<file path="config.mk">
export PLATFORM = sky130hd
export DESIGN_NAME = fifo_wr_arbiter
export DESIGN_NICKNAME = d
export VERILOG_FILES = /design/src/rtl/fifo_wr_arbiter.sv
export SDC_FILE = /design/constraint.sdc
export NUM_CORES = 1
export LEC_CHECK = 0
export BUFFER_PORTS_ARGS = -buffer_cell sky130_fd_sc_hd__clkbuf_2
export CORE_MARGIN = 5
export CORE_UTILIZATION = 45
export CTS_BUF_LIST = sky130_fd_sc_hd__clkbuf_4 sky130_fd_sc_hd__clkbuf_8
export DETAILED_ROUTE_END_ITERATION = 8
export HOLD_SLACK_MARGIN = 0.02
export PLACE_DENSITY_LB_ADDON = 0.1
export REMOVE_ABC_BUFFERS = 1
export SLEW_MARGIN = 25
export SYNTH_ARGS = -nofsm -noshare
export SYNTH_HDL_FRONTEND = slang
export SYNTH_SLANG_ARGS = --single-unit
export TNS_END_PERCENT = 50
</file>
<file path="constraint.sdc">
create_clock -name clk -period 2.3 [get_ports clk]
set_input_delay 0.345 -clock clk [delete_from_list [all_inputs] [get_ports clk]]
set_output_delay 0.345 -clock clk [all_outputs]
set_load 0.005 [all_outputs]
</file>
<file path="src/rtl/fifo_wr_arbiter.sv">
// Round-robin, burst-locked arbiter sharing one synchronous FIFO write port
// between C_NUM_REQ producers. Each written word carries its source index in
// the MSBs so the downstream reducer can demultiplex.
module fifo_wr_arbiter #(
    parameter int C_NUM_REQ     = 4,
    parameter int C_LOG_NUM_REQ = 2,
    parameter int C_WIDTH       = 8,
    parameter int C_MAX_BURST   = 8
) (
    input  logic                             clk,
    input  logic                             rst,
    input  logic [C_NUM_REQ-1:0]             req,
    input  logic [C_NUM_REQ-1:0]             req_last,
    input  logic [C_NUM_REQ*C_WIDTH-1:0]     req_data,
    output logic [C_NUM_REQ-1:0]             req_ack,
    input  logic                             fifo_full,
    output logic                             fifo_wr_en,
    output logic [C_LOG_NUM_REQ+C_WIDTH-1:0] fifo_din,
    output logic [C_LOG_NUM_REQ-1:0]         grant_id,
    output logic                             busy,
    output logic                             burst_err
);

    localparam int CNT_W = $clog2(C_MAX_BURST + 1);
    localparam logic [CNT_W-1:0] MAX_BEATS = CNT_W'(C_MAX_BURST);

    typedef enum logic {
        IDLE  = 1'b0,
        BURST = 1'b1
    } state_t;

    state_t                   state;
    logic [C_LOG_NUM_REQ-1:0] rr_ptr;
    logic [CNT_W-1:0]         beat_cnt;
    logic [CNT_W-1:0]         beat_cnt_nxt;

    logic                     sel_found;
    logic [C_LOG_NUM_REQ-1:0] sel_id;
    logic [C_LOG_NUM_REQ-1:0] scan_idx;

    logic                     req_g;
    logic                     last_g;
    logic [C_WIDTH-1:0]       data_g;
    logic                     accept;

    // Round-robin scan starting at rr_ptr; wrap comes free from the
    // power-of-two index width.
    always_comb begin
        sel_found = 1'b0;
        sel_id    = rr_ptr;
        scan_idx  = '0;
        for (int unsigned k = 0; k < C_NUM_REQ; k++) begin
            scan_idx = rr_ptr + C_LOG_NUM_REQ'(k);
            if (!sel_found && req[scan_idx]) begin
                sel_found = 1'b1;
                sel_id    = scan_idx;
            end
        end
    end

    // Select the granted requester's valid, last flag and data.
    always_comb begin
        req_g  = 1'b0;
        last_g = 1'b0;
        data_g = '0;
        for (int unsigned i = 0; i < C_NUM_REQ; i++) begin
            if (grant_id == C_LOG_NUM_REQ'(i)) begin
                req_g  = req[i];
                last_g = req_last[i];
                data_g = req_data[i*C_WIDTH +: C_WIDTH];
            end
        end
    end

    // Write-side outputs: only the granted requester can be acked, never while full.
    always_comb begin
        accept       = (state == BURST) && req_g && !fifo_full;
        beat_cnt_nxt = beat_cnt + CNT_W'(1);
        fifo_wr_en   = accept;
        fifo_din     = {grant_id, data_g};
        req_ack      = '0;
        if (accept) begin
            req_ack[grant_id] = 1'b1;
        end
    end

    // Arbitration FSM with burst lock, forced release at C_MAX_BURST beats.
    always_ff @(posedge clk) begin
        if (rst) begin
            state     <= IDLE;
            rr_ptr    <= '0;
            grant_id  <= '0;
            busy      <= 1'b0;
            burst_err <= 1'b0;
            beat_cnt  <= '0;
        end else begin
            burst_err <= 1'b0;
            case (state)
                IDLE: begin
                    if (sel_found) begin
                        grant_id <= sel_id;
                        state    <= BURST;
                        busy     <= 1'b1;
                        beat_cnt <= '0;
                    end
                end
                BURST: begin
                    if (accept) begin
                        beat_cnt <= beat_cnt_nxt;
                        if (last_g || (beat_cnt_nxt == MAX_BEATS)) begin
                            state     <= IDLE;
                            busy      <= 1'b0;
                            rr_ptr    <= grant_id + C_LOG_NUM_REQ'(1);
                            burst_err <= !last_g;
                        end
                    end
                end
                default: state <= IDLE;
            endcase
        end
    end

endmodule

</file>
Word-level counts from Yosys, hierarchy flattened
Cells that the tools add are included.

storage, ports and cells
  register bits after elaboration = 11
  RAM bits = 0
  memory bits (read-only) = 0
  logic and storage cells = 86
  output and inout port bits = 19
  bits in latches = 0
  memories = 0
  bits of input ports = 43

operators by class
  equal/unequal tests = 7
  $lt $le $gt $ge = 6
  multipliers = 0
  multiplexer cells = 41
  bitwise logic cells = 3
  div/mod/pow operators = 0
  reductions and logical operators = 18
  shift operators = 0
  $add $sub $neg = 5

operators with widths
  cell                                                               count
  two-way mux 8 bit                                                  4
  two-way mux 1 bit                                                  23
  less-than comparator 2 x 3 -> 1 bit, second input constant         5
  two-way mux 4 bit                                                  3
  binary-select mux 1 bit (select 2 bit)                             4
  one-hot mux 4 bit (2 select lines)                                 1
  logical AND 1 bit                                                  6
  two-way mux 2 bit                                                  3
  AND reduction 3 bit                                                2
  logical NOT 1 bit                                                  5
  adder 2 x 1 -> 2 bit, second input constant                        2
  adder 2 bit, second input constant                                 2
  adder 4 x 1 -> 4 bit, second input constant                        1
  == test 2 bit, second input constant                               2
  == test 4 bit, second input constant                               1
  inequality test 2 bit, second input constant                       2
  one-hot mux 1 bit (2 select lines)                                 2
  AND reduction 2 bit                                                2
  OR reduction 4 bit                                                 1
  inverter 1 bit                                                     3
  demux 1 bit (select 2 bit)                                         1
  == test 2 x 1 -> 1 bit, second input constant                      1
  greater-or-equal comparator 2 x 1 -> 1 bit, second input constant  1
  logical NOT 2 bit                                                  1
  other kinds (2)                                                    2

Logic depth before layout (Yosys ltp)
  word-level depth = 14
  gate-level depth with buffers = 7

Least setup slack after synthesis
No wires, ideal clock.

  path type = reg-to-reg
  start = register grant_id[0]
  end = register rr_ptr[0]
  arrival time = 1.878 ns
  setup time = 0.121 ns
  required time = 2.179 ns
  stages on the path, launching flop included = 8
  buffers on the path = 1
  setup slack = 0.301 ns
  cells stage by stage = dfxtp_1 inv_1 ha_1 buf_4 nor3b_1 a211o_1 a211oi_4 mux2_4

on the way
  cells in the longest elaborated chain, start to end = 8

RTL lines
  what                                  line  RTL
  start: declaration                    19    output logic [C_LOG_NUM_REQ-1:0] grant_id,
  start signal: assignment              101   grant_id <= sel_id;
  logical NOT 2 bit                     67    if (grant_id == C_LOG_NUM_REQ'(i)) begin
  two-way mux 1 bit (4 in a row)        67
  logical AND 1 bit (2 in a row)        77    accept = (state == BURST) && req_g && !fifo_full;
  AND reduction 3 bit (no source line)  --
  end signal: assignment                113   rr_ptr <= grant_id + C_LOG_NUM_REQ'(1);
  end: declaration                      33    logic [C_LOG_NUM_REQ-1:0] rr_ptr;

Parallel ways exist; a longest one is shown, timed or not.
A chain may end at the register's enable or synchronous reset.

Final worst setup path
  start = register grant_id[1]
  end = output fifo_wr_en

on the way
  cells in the longest elaborated chain, start to end = 7

RTL lines
  what                                line  RTL
  logical NOT 2 bit                   67
  two-way mux 1 bit (3 in a row)      67
  two-way mux 1 bit (*)               67
  logical AND 1 bit (*) (2 in a row)  77
  end: declaration                    17    output logic fifo_wr_en,

Every way passes the cells marked *; elsewhere a longest branch is shown, timed or not.

==> impl_metrics.json <==
{
  "post_drt_wl_per_cell_um": 14.10,
  "yosysUniqueCellTypes": 39,
  "vias": 1254,
  "p_sw_mw": 0.2229,
  "grtUsageMet3_pct": 3.509,
  "rsz0062_at_grt": "true",
  "crit_type": "register to output pin",
  "clk_latency_ns": 0.27,
  "ys_ff_latch": 11,
  "port_buffers": 61,
  "slew_headroom_pct": 75.16,
  "postRouteAntennaNets": 0,
  "peakVddDrop_uv": 338.7,
  "cts-root-buf": "clkbuf_4",
  "post-route-util_pct": 65.33,
  "swShare_pct": 34.96,
  "p_leak_nw": 0.6610,
  "drive_gt1_share_pct": 41.92,
  "slew_viol_final": 0,
  "finalSetupViolCount": 0,
  "detailed_place_hpwl_um": 2580,
  "worstRegToRegCells": 6,
  "yosys_most_used_dff": "dfxtp_1",
  "grt_pass1_vias": 1161,
  "arrival_ns": 1.89,
  "cts_tree": "yes",
  "synth_area_per_cell_um2": 7.552,
  "area_growth_pct": 37.66,
  "clockBufferDepth": 2,
  "diodes": 0,
  "grt_use_total_pct": 18.97,
  "power.total_mw": 0.6375,
  "clk_pin_slew_ns": 0.07,
  "final_cell_mix": "clkbuf_2 (61), nand2_1 (16), nor2b_1 (14)",
  "intPower_mw": 0.4146,
  "layout.cells.non_filler": 226,
  "p_seq_share_pct": 34.2,
  "grt_pass1_wl_um": 5161,
  "die_area_um2": 3399,
  "start_kind": "register",
  "drv_cap": 0,
  "yosys_warnings": 0,
  "cp-end-kind": "output pin",
  "dpl_cell_area_um2": 1356,
  "status": "finished clean",
  "met2_usage_pct": 33.65,
  "ys_seq_area_share_pct": 20.98,
  "required_ns": 1.96,
  "dp.cells": 220,
  "synth_area_um2": 1050,
  "fin_crit_sh_pct": 97.15,
  "grt_max_degree": 15,
  "max_freq_mhz": 447.5,
  "pin_count": 62,
  "synthCells": 139,
  "skew_ns": 0.001329,
  "layout_setup_ws_ns": 0.06550,
  "p_comb_share_pct": 42.8,
  "grt-ovfl-total": 0,
  "synth_edf_count": 0,
  "power_frac_clock_pct": 23.0,
  "finalNetCount": 247,
  "period_needed_ns": 2.235,
  "timing.hold.ws_ns": 0.4077,
  "cts_buffers": 3,
  "hold_viol": 0,
  "wirelength_um": 3187,
  "cts_max_level": 1,
  "top_usage_layer": "met2",
  "coreArea_um2": 2212,
  "viasPerCell": 5.549,
  "fp.dieW_um": 58.30,
  "row_count": 17,
  "max_slew.worst_pin.slew_ns": 0.3709,
  "hold_depth": 2,
  "final_cell_area_um2": 1445,
  "holdCritPathClass": "input pin to register",
  "chipHeight_um": 58.30,
  "final_common_cell": "clkbuf_2",
  "drc": 0,
  "first_pass_iters": 4,
  "initial_core_util_pct": 47.45,
  "post-place-ws_ns": 0.1383,
  "power.density_nw_per_um2": 441.1,
  "grt_antenna_before_repair": 0,
  "use_met1_pct": 22.09,
  "drtIter0Drc": 62,
  "cts_sinks": 11,
  "synthArstFlopShare_pct": 0,
  "critPathMaxFanout": 9,
  "place.gp.congestion": 0.8414,
  "setup_tns_ns": 0
}
==> Yosys cell counts (2+ instances only) <==
| cell | instances | area share, % |
|---|---|---|
| nor2_1 | 10 | 3.6 |
| o211ai_1 | 5 | 3.6 |
| o31ai_1 | 8 | 5.7 |
| inv_1 | 5 | 1.8 |
| nand3b_1 | 3 | 2.1 |
| ha_1 | 5 | 6.0 |
| and2_1 | 2 | 1.2 |
| a21oi_1 | 7 | 3.3 |
| nor2b_1 | 15 | 8.9 |
| o2111ai_1 | 2 | 1.7 |
| dfxtp_1 | 11 | 21 |
| o22ai_1 | 2 | 1.2 |
| clkbuf_1 | 7 | 2.5 |
| and3_1 | 4 | 2.4 |
| nand2_1 | 16 | 5.7 |
| o21ai_0 | 3 | 1.4 |
| nand3_1 | 3 | 1.4 |
| buf_4 | 4 | 2.9 |
| a221oi_1 | 7 | 5.8 |
==> routing by layer <==
| metal | part of all wire [%] | routed length [µm] |
|---|---|---|
| met1 | 42 | 1336 |
| met2 | 47 | 1491 |
| met4 | 1.9 | 61 |
| met5 | 0 | 0 |
| met3 | 9.4 | 298 |
==> worst max-delay path, cell delays in order (launching register included) <==
cell and delay [ns]:
dfxtp_2 0.41, inv_1 0.08, ha_1 0.31, nand3b_1 0.23, and3_1 0.29, nor2_2 0.16, clkbuf_2 0.13
==> kinds of logic (layout without fill, tap and decap cells) <==
group / Yosys count / count (layout) / synth area share (%)
adders and majority gates: 5 / 5 / 5.959
muxes: 2 / 2 / 2.383
and+or+nand+nor: 63 / 63 / 33.14
DFF: 11 / 11 / 20.98
AOI/OAI and AO/OA: 42 / 42 / 30.39
buffers and inverters: 16 / 75 / 7.152
==> flip-flops by register name, indices dropped and copies added, names as in the netlist <==
name	flops
state	1
burst_err	1
beat_cnt	4
grant_id	2
rr_ptr	2
busy	1
==> area by class of cell <==
type | instances | area, µm²
Timing Repair Buffer | 66 | 342.8
Inverter | 5 | 18.77
Clock buffer | 4 | 30.03
Multi-Input combinational cell | 112 | 793.3
Fill cell | 215 | 767.0
Sequential cell | 11 | 225.2
Tap cell | 28 | 35.03
==> path summary, 6_finish.rpt <==
check	from	end	slack [ns]
setup / recovery	grant_id[1]	fifo_wr_en	0.07
hold / removal	rst	grant_id[0]	0.41
setup reg to reg	grant_id[1]	rr_ptr[0]	0.18
hold reg to reg	busy	busy	0.48
==> repair_timing <==
action	CTS	global route
buffers inserted	0	2
gates resized for setup	8	5
endpoints found under the setup margin	12	11
hold buffers	0	0
endpoints found under the hold margin	0	0
==> power by group through the flow <==
| stage | clock network, mW | logic (mW) | registers, mW |
|---|---|---|---|
| floorplan | 0 | 0.142 | 0.219 |
| global placement | 0 | 0.253 | 0.219 |
| detailed placement | 0 | 0.259 | 0.220 |
| CTS | 0.151 | 0.265 | 0.217 |
| global route | 0.161 | 0.300 | 0.221 |
| finish | 0.147 | 0.273 | 0.218 |
Note: power is estimated with default switching activity, not from simulation.
